`config.mk`:
```
export PLATFORM = sky130hd
export DESIGN_NAME = serial_subtractor_flat
export DESIGN_NICKNAME = d
export VERILOG_FILES = /design/src/rtl/serial_subtractor_if.sv /design/src/rtl/serial_subtractor.sv /design/src/flat_wrapper.sv
export SDC_FILE = /design/constraint.sdc
export NUM_CORES = 1
export LEC_CHECK = 0
export CORE_ASPECT_RATIO = 1.2
export CORE_MARGIN = 2
export CORE_UTILIZATION = 25
export CTS_CLUSTER_SIZE = 30
export DETAILED_ROUTE_END_ITERATION = 16
export PLACE_DENSITY = 0.49
export SYNTH_ARGS = -nofsm -noshare
export SYNTH_HDL_FRONTEND = slang
export SYNTH_SLANG_ARGS = --single-unit
```
`constraint.sdc`:
```
create_clock -name clk -period 1.3 [get_ports clk]
set_clock_uncertainty 0.1 [all_clocks]
set_input_delay 0.13 -clock clk [delete_from_list [all_inputs] [get_ports clk]]
set_output_delay 0.13 -clock clk [all_outputs]
set_load 0.05 [all_outputs]
```
`src/rtl/serial_subtractor_if.sv`:
```
// Start/busy/done handshake bundle for the bit-serial subtractor.
// Carries start, operands A/B, and busy, done, DIFF and borrow_out back.
interface serial_subtractor_if #(
  parameter int WIDTH = 4
);
  logic             start;
  logic [WIDTH-1:0] A;
  logic [WIDTH-1:0] B;
  logic             busy;
  logic             done;
  logic [WIDTH-1:0] DIFF;
  logic             borrow_out;

  modport master (
    output start, A, B,
    input  busy, done, DIFF, borrow_out
  );

  modport slave (
    input  start, A, B,
    output busy, done, DIFF, borrow_out
  );
endinterface

```
`src/rtl/serial_subtractor.sv`:
```
// Bit-serial subtractor: DIFF = A - B, LSB first, one bit per clock.
// Ports: clk, rst (sync, active-high), bus (slave: start/A/B in;
// busy/done/DIFF/borrow_out out). Macro SERIAL_SUB_SATURATE_EN clamps
// an underflowing DIFF to 0 while borrow_out still reports 1.
module serial_subtractor #(
  parameter int WIDTH = 4
) (
  input  logic                  clk,
  input  logic                  rst,
  serial_subtractor_if.slave    bus
);

  localparam int CW = $clog2(WIDTH) + 1;

  typedef enum logic [1:0] {
    IDLE = 2'd0,
    RUN  = 2'd1,
    DONE = 2'd2
  } state_t;

  state_t           state;
  state_t           state_n;
  logic [WIDTH-1:0] a_q;
  logic [WIDTH-1:0] b_q;
  logic [WIDTH-1:0] res_q;
  logic [WIDTH-1:0] diff_q;
  logic             br_q;
  logic             bor_q;
  logic [CW-1:0]    cnt_q;

  logic             a0;
  logic             b0;
  logic             d;
  logic             br_n;
  logic [WIDTH-1:0] res_n;
  logic             last;

  assign a0    = a_q[0];
  assign b0    = b_q[0];
  assign d     = a0 ^ b0 ^ br_q;
  assign br_n  = (~a0 & b0) | (~(a0 ^ b0) & br_q);
  assign res_n = {d, res_q[WIDTH-1:1]};
  assign last  = (cnt_q == CW'(WIDTH - 1));

  always_ff @(posedge clk) begin
    if (rst) begin
      state <= IDLE;
    end else begin
      state <= state_n;
    end
  end

  always_comb begin
    state_n = state;
    unique case (state)
      IDLE: if (bus.start) state_n = RUN;
      RUN:  if (last) state_n = DONE;
      DONE: state_n = IDLE;
      default: state_n = IDLE;
    endcase
  end

  // Result is published on the final RUN edge so it is
  // already valid during the single DONE cycle.
  always_ff @(posedge clk) begin
    if (rst) begin
      a_q    <= '0;
      b_q    <= '0;
      res_q  <= '0;
      br_q   <= 1'b0;
      cnt_q  <= '0;
      diff_q <= '0;
      bor_q  <= 1'b0;
    end else begin
      unique case (state)
        IDLE: begin
          if (bus.start) begin
            a_q   <= bus.A;
            b_q   <= bus.B;
            res_q <= '0;
            br_q  <= 1'b0;
            cnt_q <= '0;
          end
        end
        RUN: begin
          a_q   <= a_q >> 1;
          b_q   <= b_q >> 1;
          res_q <= res_n;
          br_q  <= br_n;
          cnt_q <= cnt_q + 1'b1;
          if (last) begin
`ifdef SERIAL_SUB_SATURATE_EN
            diff_q <= br_n ? '0 : res_n;
`else
            diff_q <= res_n;
`endif
            bor_q  <= br_n;
          end
        end
        default: begin
        end
      endcase
    end
  end

  assign bus.busy       = (state == RUN);
  assign bus.done       = (state == DONE);
  assign bus.DIFF       = diff_q;
  assign bus.borrow_out = bor_q;

endmodule

```
`src/flat_wrapper.sv`:
```
// flat-port wrapper written by rule: the top's interface ports become plain ports
module serial_subtractor_flat 
#(
  parameter int WIDTH = 4
)
  (clk, rst, bus_start, bus_A, bus_B, bus_busy, bus_done, bus_DIFF, bus_borrow_out);
  serial_subtractor_if #(.WIDTH(WIDTH)) bus_i ();
  input  logic clk;
  input  logic rst;
  input wire logic [$bits(bus_i.start)-1:0] bus_start;
  input wire logic [$bits(bus_i.A)-1:0] bus_A;
  input wire logic [$bits(bus_i.B)-1:0] bus_B;
  output wire logic [$bits(bus_i.busy)-1:0] bus_busy;
  output wire logic [$bits(bus_i.done)-1:0] bus_done;
  output wire logic [$bits(bus_i.DIFF)-1:0] bus_DIFF;
  output wire logic [$bits(bus_i.borrow_out)-1:0] bus_borrow_out;
  assign bus_i.start = bus_start;
  assign bus_i.A = bus_A;
  assign bus_i.B = bus_B;
  assign bus_busy = bus_i.busy;
  assign bus_done = bus_i.done;
  assign bus_DIFF = bus_i.DIFF;
  assign bus_borrow_out = bus_i.borrow_out;
  serial_subtractor #(.WIDTH(WIDTH)) u_core (.clk(clk), .rst(rst), .bus(bus_i));
endmodule
```
==> key figures <==
Run status
  – Outcome: finished with violations
  – Violated checks: negative setup slack

Yosys
  – Yosys cell types: 29
  – Post-Syn Area: ~960 sq um
  – Synth Instances: approximately 100
  – Synthesis-stage register bit count: 22
  – Seq/Total Area, Yosys: 46.0%
  – Syn. warnings: 0
  – Post-Syn Nets: roughly 120
  – Synth Area per Inst: 9.48 sq um

Critical path
  – CP max stage delay: ~340 ps
  – CP Capture Type: primary output
  – R2R depth: 4
  – Cells along the critical path: buf_6, nand2b_4, inv_6, buf_6, buf_12
  – CP dominant cell by count: buf_6
  – CP max-delay cell: dfxtp_2
  – Crit-path max FO: 4
  – WP data required: 1070 ps
  – Crit path DAT: around 1100 ps
  – Critical path class: reg -> out
  – Startpoint type of the worst setup path: register

Finish
  – Most frequent cells in the layout: 17 x nor2_1, 16 x dfxtp_1, 10 x clkdlybuf4s50_1, 10 x buf_4, 8 x buf_12
  – Fill cells: around 380
  – Inserted Diodes: 0
  – Layout cells sized above 1: between 30% and 40%
  – Syn-to-layout area delta: 60.4%
  – Commonest non-fill, non-tap cell in the layout: nor2_1
  – Final core occ: 41.9%
  – Nets@finish: 151

Global route
  – Congestion Overflow GR: 0
  – Number of global-route vias before repair: 814
  – First-pass GRT wire length: approximately 3600 microns
  – GRT Total Usage: between 10% and 20%
  – Pin count of the biggest net entering global routing: 23
  – Initial antenna violation count: 0

CTS
  – Num CTS Buffers: 3
  – H-Tree Depth: 1
  – Clock buffer depth: 2
  – Clk Latency, worst-skew pair: about 260 ps
  – CTS clk-pin slew, worst paths: about 70 ps
  – Clock root buffer: clkbuf_8
  – CTS tree: done
  – Clock sink count: 22

Timing
  – Final cycle utilization of the critical path: 102%
  – Unrepaired setup endpoints after global routing: yes
  – Slew Limit Headroom: 84.1%
  – Highest clock rate: between 700 and 800 MHz
  – Worst-Margin Slew: 237 ps
  – Min cycle time layout: 1330 ps
  – Final worst slack: -28.0 ps
  – TNS Setup: -62.4 ps
  – Setup violation total in the final timing report: 4
  – Final Hold Viols: 0
  – Final slew viol count: 0

Power
  – Clock power frac: about 30%
  – Seq pwr share: 51.1%
  – Logic pwr share: 19.4%
  – Int Pwr: between 1 and 1.5 mW
  – Worst vdd ir: about 0.53 mV
  – Switching Fraction: between 20% and 30%
  – Lkg Pwr: 0.573 nW
  – Psw: about 0.36 mW
  – Power Dens Cells: 926 mW/mm^2

Drt
  – Drt wl/cell: between 10 and 15 microns
  – Vias: 832
  – DRC: 0
  – Vias per cell: 4.45
  – Initial DRC Count: 24
  – Post-DRT Antenna Nets: 0
  – Total wire length: roughly 2300 microns
  – Detailed Routing Iterations Pass 1: 4

Floorplanning
  – I/O pin total: 18
  – Core footprint: about 0.0037 sq mm
  – Initial Utilization: between 20% and 30%
  – Die Ht: just over 70 microns
  – # rows: 24
  – Die width: around 60 microns
  – Die area: approximately 0.0043 sq mm

Min path
  – Worst hold stages: 3
  – Hold Path Class: in -> reg

Placed design
  – Gpl congestion: 0.720
  – Port Buffer Count: 17
  – HPWL after detailed placement: between 1500 and 2000 microns

Flow run
  – Maxcap violations: 0
-- Yosys cell counts, drive strengths merged --
cell type / n / area (sq um)
fa: 1 / 20.0
buf: 4 / 35.0
mux2i: 4 / 40.0
nand2: 4 / 15.0
a311oi: 1 / 15.0
a22oi: 4 / 30.0
a211oi: 4 / 30.0
and2b: 2 / 16.3
dfxtp: 22 / 440
a2111oi: 1 / 15.0
nor4: 2 / 12.5
o21ai: 2 / 10.0
clkbuf: 2 / 7.51
nand2b: 1 / 13.8
inv: 5 / 18.8
a2bb2oi: 2 / 17.5
nand3: 4 / 20.0
nor3: 1 / 5.00
a21oi: 7 / 35.0
nand3b: 3 / 22.5
o21ba: 1 / 10.0
o21bai: 1 / 18.8
ha: 2 / 25.0
nor2: 20 / 75.1
or3b: 1 / 8.76
-- state kept, by name, indices dropped and copies added, names as in the netlist --
register               count
u_core.a_q                 4
u_core.b_q                 4
u_core.bus.DIFF            4
u_core.cnt_q               3
u_core.res_q               3
u_core.state               2
u_core.br_q                1
u_core.bus.borrow_out      1
-- cell type report --
type | instances | area, sq um | area share (%)
inverters | 5 | 23.8 | 1.55
flip-flops and latches | 22 | 450 | 29.3
multi-input cells | 69 | 526 | 34.2
clock buffers | 3 | 41.3 | 2.69
repair buffers | 36 | 429 | 28.0
well taps | 52 | 65.1 | 4.24
-- per-layer routing --
metal  GRT usage (%)  wire, microns  up-vias
met4            7.25             61        0
met1            13.3           1010      386
met3            2.17             71        5
met2            18.0           1120       22
met5               0              0        -
li1                -              -      419
-- what timing repair did --
item	in CTS	in global routing
gates resized for setup	11	21
setup buffers	2	4
cloned	0	1
hold buffers	0	0
endpoints found under the hold margin	0	0
endpoints found under the setup margin	9	16
pin swaps	5	8
-- power groups by stage --
stage / sequential (mW) / clock (mW) / combinational (mW)
floorplan: 0.736 / 0 / 0.131
global placement: 0.738 / 0 / 0.231
detailed placement: 0.739 / 0 / 0.233
CTS: 0.725 / 0.440 / 0.249
global route: 0.730 / 0.467 / 0.299
finish: 0.726 / 0.419 / 0.276
-- worst max-delay path, delay by kind of cell (launching register included) --
kind	cells	cell delay (ps)
buffers and inverters	4	420
and+or+nand+nor	1	80
DFF	1	340
-- cell families (layout without fill, tap and decap cells) --
group,after synthesis,in the layout,share of synthesized area [%]
muxes,4,4,4.18
DFF,22,22,46.0
buffers and inverters,11,44,6.40
and+or+nand+nor,38,38,19.7
AOI/OAI and AO/OA,23,24,19.0
adders and majority gates,3,3,4.71
-- path summary, 6_finish.rpt --
kind,startpoint,end,slack [ps]
worst max register to register,u_core.br_q,u_core.bus.DIFF[3],-20
worst min register to register,u_core.a_q[3],u_core.a_q[3],380
worst min-delay path,bus_A[3],u_core.a_q[3],340
worst max-delay path,u_core.state[0],bus_busy,-30
-- metrics by stage --
stage	setup slack (ps)	std cells	hold slack [ps]	power [mW]	area, sq um
finish	-28.0	187	336	1.42	1540
global route	-85.4	187	357	1.50	1540
CTS	-49.3	182	333	1.41	1410
detailed placement	-157	177	370	0.972	1330
global placement	-126	177	365	0.970	1330
floorplan	10.1	101	98.9	0.867	963
Power figures use the tool's default switching activity.
==> edit 1, RTL diff (config.mk and constraints unchanged) <==
Make the reset (`rst`) asynchronous in 2 clocked blocks.
--- a/src/rtl/serial_subtractor.sv
+++ b/src/rtl/serial_subtractor.sv
@@ -43,5 +43,5 @@
   assign last  = (cnt_q == CW'(WIDTH - 1));
 
-  always_ff @(posedge clk) begin
+  always_ff @(posedge clk or posedge rst) begin
     if (rst) begin
       state <= IDLE;
@@ -63,5 +63,5 @@
   // Result is published on the final RUN edge so it is
   // already valid during the single DONE cycle.
-  always_ff @(posedge clk) begin
+  always_ff @(posedge clk or posedge rst) begin
     if (rst) begin
       a_q    <= '0;
Check against the original RTL: differs if rst is asserted again (counterexample within 4 cycles, from zero or initial values and one cycle with rst high); with rst held inactive, the same outputs for 10 cycles.
==> edit 1 against the original RTL <==
  * The flow still finishes with violations (negative setup slack)
  * Critical endpoint is now u_core.bus.DIFF[0]$_DFFE_PP0P_
  * Critical path type is now register to register
  * Global-route usage increased by 0.47 points
  * Register-to-register slack worse by 0.06 ns
  * Count of clock-buffer cells in the layout increased by 1
  * Wire length rose by 5.1%
  * Sequential cell count unchanged
  * Synthesized area rose by 5.1%
  * Final area up 14%
  * Synthesized cell count decreased by 22%
  * First-iteration DRC count is 58% lower
  * Setup slack worse by 0.056 ns
Power is not compared: it rests on default switching activity, and its combinational part moved more than twofold at a synthesized area within 25%.
==> edit 1: results (changes against the original RTL) <==
status: "complete, but fails checks"  # unchanged
violations: "negative setup slack"  # unchanged
arrival_ns: 1.43  # was 1.10 ns
dr.max_layer_used: "met4"  # unchanged
finalWorstSetupSlack_ns: -0.0840  # was -0.0280 ns
placed_area_mm2: 0.00141  # was 0.00133 mm^2
final-instance-count-excl-fill: 174  # was 187
proportion_of_synthesized_area_in_mux_cells_pct: 6.59  # was 4.18%
yosys.area_share.adder_pct: 4.48  # was 4.71%
synth_warnings: 0  # unchanged
synth_compound_gate_area_share_pct: 14.1  # was 19.0%
numPlacedInstances: 156  # was 177
synth_commonest_cells: "sky130_fd_sc_hd__dfrtp_1 (22), sky130_fd_sc_hd__inv_1 (11), sky130_fd_sc_hd__a22o_1 (6), sky130_fd_sc_hd__nor4b_1 (6)"  # was sky130_fd_sc_hd__dfxtp_1 (22), sky130_fd_sc_hd__nor2_1 (20), sky130_fd_sc_hd__a21oi_1 (7)
hpwl_mm: 1.41  # was 1.56 mm
met3_length_um: 67  # was 71 um
maximum_cell_stage_delay_along_the_critical_path_ns: 0.39  # was 0.34 ns
gr-usage-met1_pct: 14.8  # was 13.3%
dr.pass1.iters: 2  # was 4
grt.met2_usage_pct: 18.8  # was 18.0%
wl_met2_mm: 1.19  # was 1.12 mm
nets: 135  # was 151
ys_top_cells_by_area: "sky130_fd_sc_hd__dfrtp_1 (55%), sky130_fd_sc_hd__mux2_2 (5.6%), sky130_fd_sc_hd__a22o_1 (5.2%), sky130_fd_sc_hd__nor4b_1 (5.2%), sky130_fd_sc_hd__inv_1 (4.1%)"  # was sky130_fd_sc_hd__dfxtp_1 (46%), sky130_fd_sc_hd__nor2_1 (7.8%), sky130_fd_sc_hd__mux2i_1 (4.2%), sky130_fd_sc_hd__a21oi_1 (3.7%), sky130_fd_sc_hd__a211oi_1 (3.1%)
wl_met1_mm: 1.08  # was 1.01 mm
min-delay-path-class: "primary input to async pin"  # was primary input to register
drtIter0Drc: 10  # was 24
fillCellCount: 356  # was 375
yosysUniqueCellTypes: 22  # was 29
synth_top_flop_cell: "sky130_fd_sc_hd__dfrtp_1"  # was sky130_fd_sc_hd__dfxtp_1
route.detailed.vias_per_inst: 4.34  # was 4.45
worst_path_max_delay_cell: "sky130_fd_sc_hd__dfrtp_1"  # was sky130_fd_sc_hd__dfxtp_2
grtUsageMet3_pct: 2.64  # was 2.17%
worst_slew_pin_slew_ns: 0.511  # was 0.237 ns
syn-instance-count: 79  # was 101
synth_fp_nets: 93  # was 115
worst_path_dominant_cell_family: "flip-flops"  # was buffers and inverters
setup_tns_ns: -0.486  # was -0.0624 ns
place_ws_ns: -0.209  # was -0.157 ns
yosysSeqAreaShare_pct: 54.7  # was 46.0%
crit_fanout: 5  # was 4
async_flop_share_pct: 100  # was 0%
globalplace.congestion: 0.712  # was 0.720
grt_first_pass_wirelength_mm: 3.85  # was 3.64 mm
route.final.wire_length_mm: 2.38  # was 2.27 mm
setup-violations-final: 9  # was 4
grt_pass1_vias: 827  # was 814
xor_and_xnor_fraction_of_the_mapped_netlist_area_pct: 0  # unchanged
==> edit 1: changes by cell type after synthesis, sizes merged, moves of 3 or more <==
cell / before / now
mux2i: 4 / 1
a21oi: 7 / 1
nor4b: 0 / 6
dfxtp: 22 / 0
nand2: 4 / 0
dfrtp: 0 / 22
inv: 5 / 12
nor2: 20 / 0
a22o: 0 / 6
nand3: 4 / 0
nor3b: 0 / 5
a22oi: 4 / 0
mux2: 0 / 5
==> edit 1: layout make-up <==
| class | instances | share of cell area [%] |
|---|---|---|
| tap | 54 | 3.85 |
| inverter | 12 | 2.71 |
| multi-input combinational | 42 | 32.8 |
| timing repair buffer | 40 | 26.1 |
| clock buffer | 4 | 3.13 |
| sequential | 22 | 31.5 |
==> edit 1: path summary, 6_finish.rpt <==
kind / from / endpoint / slack [ns] / cells past startpoint
min reg2reg: u_core.cnt_q[2]$_DFFE_PP0P_ / u_core.cnt_q[2]$_DFFE_PP0P_ / 0.40 / 1
max in group asynchronous: rst / u_core.state[1]$_DFFE_PP0P_ / 0.74 / 3
max reg2reg: u_core.cnt_q[0]$_DFFE_PP0P_ / u_core.bus.DIFF[0]$_DFFE_PP0P_ / -0.08 / 4
min: rst / u_core.bus.DIFF[2]$_DFFE_PP0P_ / 0.11 / 3
max: u_core.cnt_q[0]$_DFFE_PP0P_ / u_core.bus.DIFF[0]$_DFFE_PP0P_ / -0.08 / 4
min in group clk: bus_start / u_core.state[0]$_DFFE_PP0P_ / 0.29 / 3
==> edit 1: what timing repair did <==
action | 4_1_cts | 5_1_grt
setup buffers | 9 | 4
gates resized for setup | 16 | 19
pin swaps | 6 | 10
cloned | 1 | 0
endpoints found under the setup margin | 14 | 22
==> edit 2, RTL diff (config.mk and constraints unchanged) <==
Made on the original files. The option `SERIAL_SUB_SATURATE_EN` is turned on by a define.
--- a/src/rtl/serial_subtractor.sv
+++ b/src/rtl/serial_subtractor.sv
@@ -3,4 +3,6 @@
 // busy/done/DIFF/borrow_out out). Macro SERIAL_SUB_SATURATE_EN clamps
 // an underflowing DIFF to 0 while borrow_out still reports 1.
+`define SERIAL_SUB_SATURATE_EN
+
 module serial_subtractor #(
   parameter int WIDTH = 4
Formal check against the unedited RTL: not equivalent (Yosys sat finds a counterexample within 10 cycles, from zero or initial values and one cycle with rst high).
==> edit 2 against the original RTL <==
  * The flow still finishes with violations (negative setup slack)
  * Synthesized area decreased by 3.4%
  * Wire length fell by 13%
  * Setup slack worse by 0.11 ns
  * Count of clock-buffer cells in the layout stayed put
  * Non-clock buffer count down 5
  * Power decreased by 3.2%
  * Sequential cell count is the same
  * Final area down 8.4%
  * Largest power group unchanged
==> edit 2: results (changes against the original RTL) <==
status: "complete, but fails checks"  # unchanged
violations: "negative setup slack"  # unchanged
drtIter0Drc: 13  # was 24
grt_util_all_layers_pct: 10.8  # was 11.2%
power.share.sequential_pct: 53.0  # was 51.1%
timing.hold.ws_ns: 0.334  # was 0.336 ns
synth_warnings: 0  # unchanged
pin_count_of_the_biggest_net_entering_global_routing: 12  # was 23
routed-via-count: 806  # was 832
syn_avg_cell_area_um2: 9.44  # was 9.48 um^2
ys_top_cells_by_area: "sky130_fd_sc_hd__dfxtp_1 (48%), sky130_fd_sc_hd__nor2_1 (8.5%), sky130_fd_sc_hd__a211oi_1 (4.1%), sky130_fd_sc_hd__a21oi_1 (3.8%), sky130_fd_sc_hd__mux2i_1 (3.2%)"  # was sky130_fd_sc_hd__dfxtp_1 (46%), sky130_fd_sc_hd__nor2_1 (7.8%), sky130_fd_sc_hd__mux2i_1 (4.2%), sky130_fd_sc_hd__a21oi_1 (3.7%), sky130_fd_sc_hd__a211oi_1 (3.1%)
arrival_ns: 1.54  # was 1.10 ns
worst_hold_startpoint: "bus_B[3]"  # was bus_A[3]
yosysSeqAreaShare_pct: 47.6  # was 46.0%
synth_commonest_cells: "sky130_fd_sc_hd__dfxtp_1 (22), sky130_fd_sc_hd__nor2_1 (21), sky130_fd_sc_hd__a21oi_1 (7), sky130_fd_sc_hd__a211oi_1 (5), sky130_fd_sc_hd__nand2_1 (5)"  # was sky130_fd_sc_hd__dfxtp_1 (22), sky130_fd_sc_hd__nor2_1 (20), sky130_fd_sc_hd__a21oi_1 (7)
crit_fanout: 6  # was 4
setup-violations-final: 5  # was 4
worst_path_max_delay_cell: "sky130_fd_sc_hd__fa_2"  # was sky130_fd_sc_hd__dfxtp_2
setup_tns_ns: -0.594  # was -0.0624 ns
fillCellCount: 374  # was 375
internal_power_mw: 1.04  # was 1.07 mW
hpwl_mm: 1.49  # was 1.56 mm
place_ws_ns: -0.189  # was -0.157 ns
worst_slew_pin_slew_ns: 0.230  # was 0.237 ns
yosysUniqueCellTypes: 26  # was 29
grt_first_pass_wirelength_mm: 3.57  # was 3.64 mm
worst_path_dominant_cell_family: "adder cells"  # was buffers and inverters
wire_per_inst_um: 11.8  # was 12.1 um
total_leakage_power_nw: 0.548  # was 0.573 nW
globalplace.congestion: 0.696  # was 0.720
finalWorstSetupSlack_ns: -0.137  # was -0.0280 ns
share_of_cells_above_drive_strength_1_pct: 35.2  # was 39.3%
nets: 144  # was 151
area.sequential_um2: 454  # was 450 um^2
seq-power_mw: 0.730  # was 0.726 mW
final-instance-count-excl-fill: 167  # was 187
maximum_cell_stage_delay_along_the_critical_path_ns: 0.42  # was 0.34 ns
placed_area_mm2: 0.00131  # was 0.00133 mm^2
vdd.ir_drop.worst_uv: 232  # was 534 uV
[edit 2: cell count changes after synthesis, moves of 2 or more]
| cell | before | now |
|---|---|---|
| sky130_fd_sc_hd__nor2b_1 | 0 | 2 |
| sky130_fd_sc_hd__nand3_1 | 4 | 1 |
| sky130_fd_sc_hd__or3b_1 | 1 | 3 |
| sky130_fd_sc_hd__inv_1 | 4 | 2 |
| sky130_fd_sc_hd__buf_6 | 2 | 0 |
[edit 2: timing repair]
action | CTS | global route
buffers inserted | 0 | 1
pin swaps | 3 | 4
setup endpoints to repair | 13 | 13
resized for setup | 6 | 8
[edit 2: cells by family after synthesis]
group | count (synthesis) | synth area share (%)
AND/OR/NAND/NOR | 41 | 24.2
AO/OA/AOI/OAI | 22 | 16.4
flip-flops | 22 | 47.6
buffers and inverters | 7 | 3.65
multiplexers | 3 | 3.25
adder cells (fa/ha/maj) | 3 | 4.87
[edit 2: routing by layer]
layer / global-route usage, % / part of all wire, %
met5: 0 / 0
met4: 6.67 / 3.0
met3: 1.10 / 2.5
met2: 16.8 / 48
met1: 14.2 / 46
[edit 2: layout make-up]
class | count | area share [%]
clock buffer | 3 | 2.94
sequential | 22 | 32.3
inverter | 3 | 0.979
timing repair buffer | 31 | 24.2
tap | 39 | 3.47
multi-input combinational | 69 | 36.1
[edit 2: tightest hold or removal path, delay by kind of cell]
family	cells	cell delay (ns)
simple gates	1	0.08
buf+inv	1	0.40
compound gates	1	0.05
[edit 2: worst paths after layout]
check | endpoint | cells after the start
worst min register to register | u_core.a_q[3]$_SDFFE_PP0P_ | 2
worst max-delay path | u_core.bus.DIFF[0]$_SDFFE_PP0P_ | 3
worst min-delay path | u_core.b_q[3]$_SDFFE_PP0P_ | 3
worst max register to register | u_core.bus.DIFF[0]$_SDFFE_PP0P_ | 3
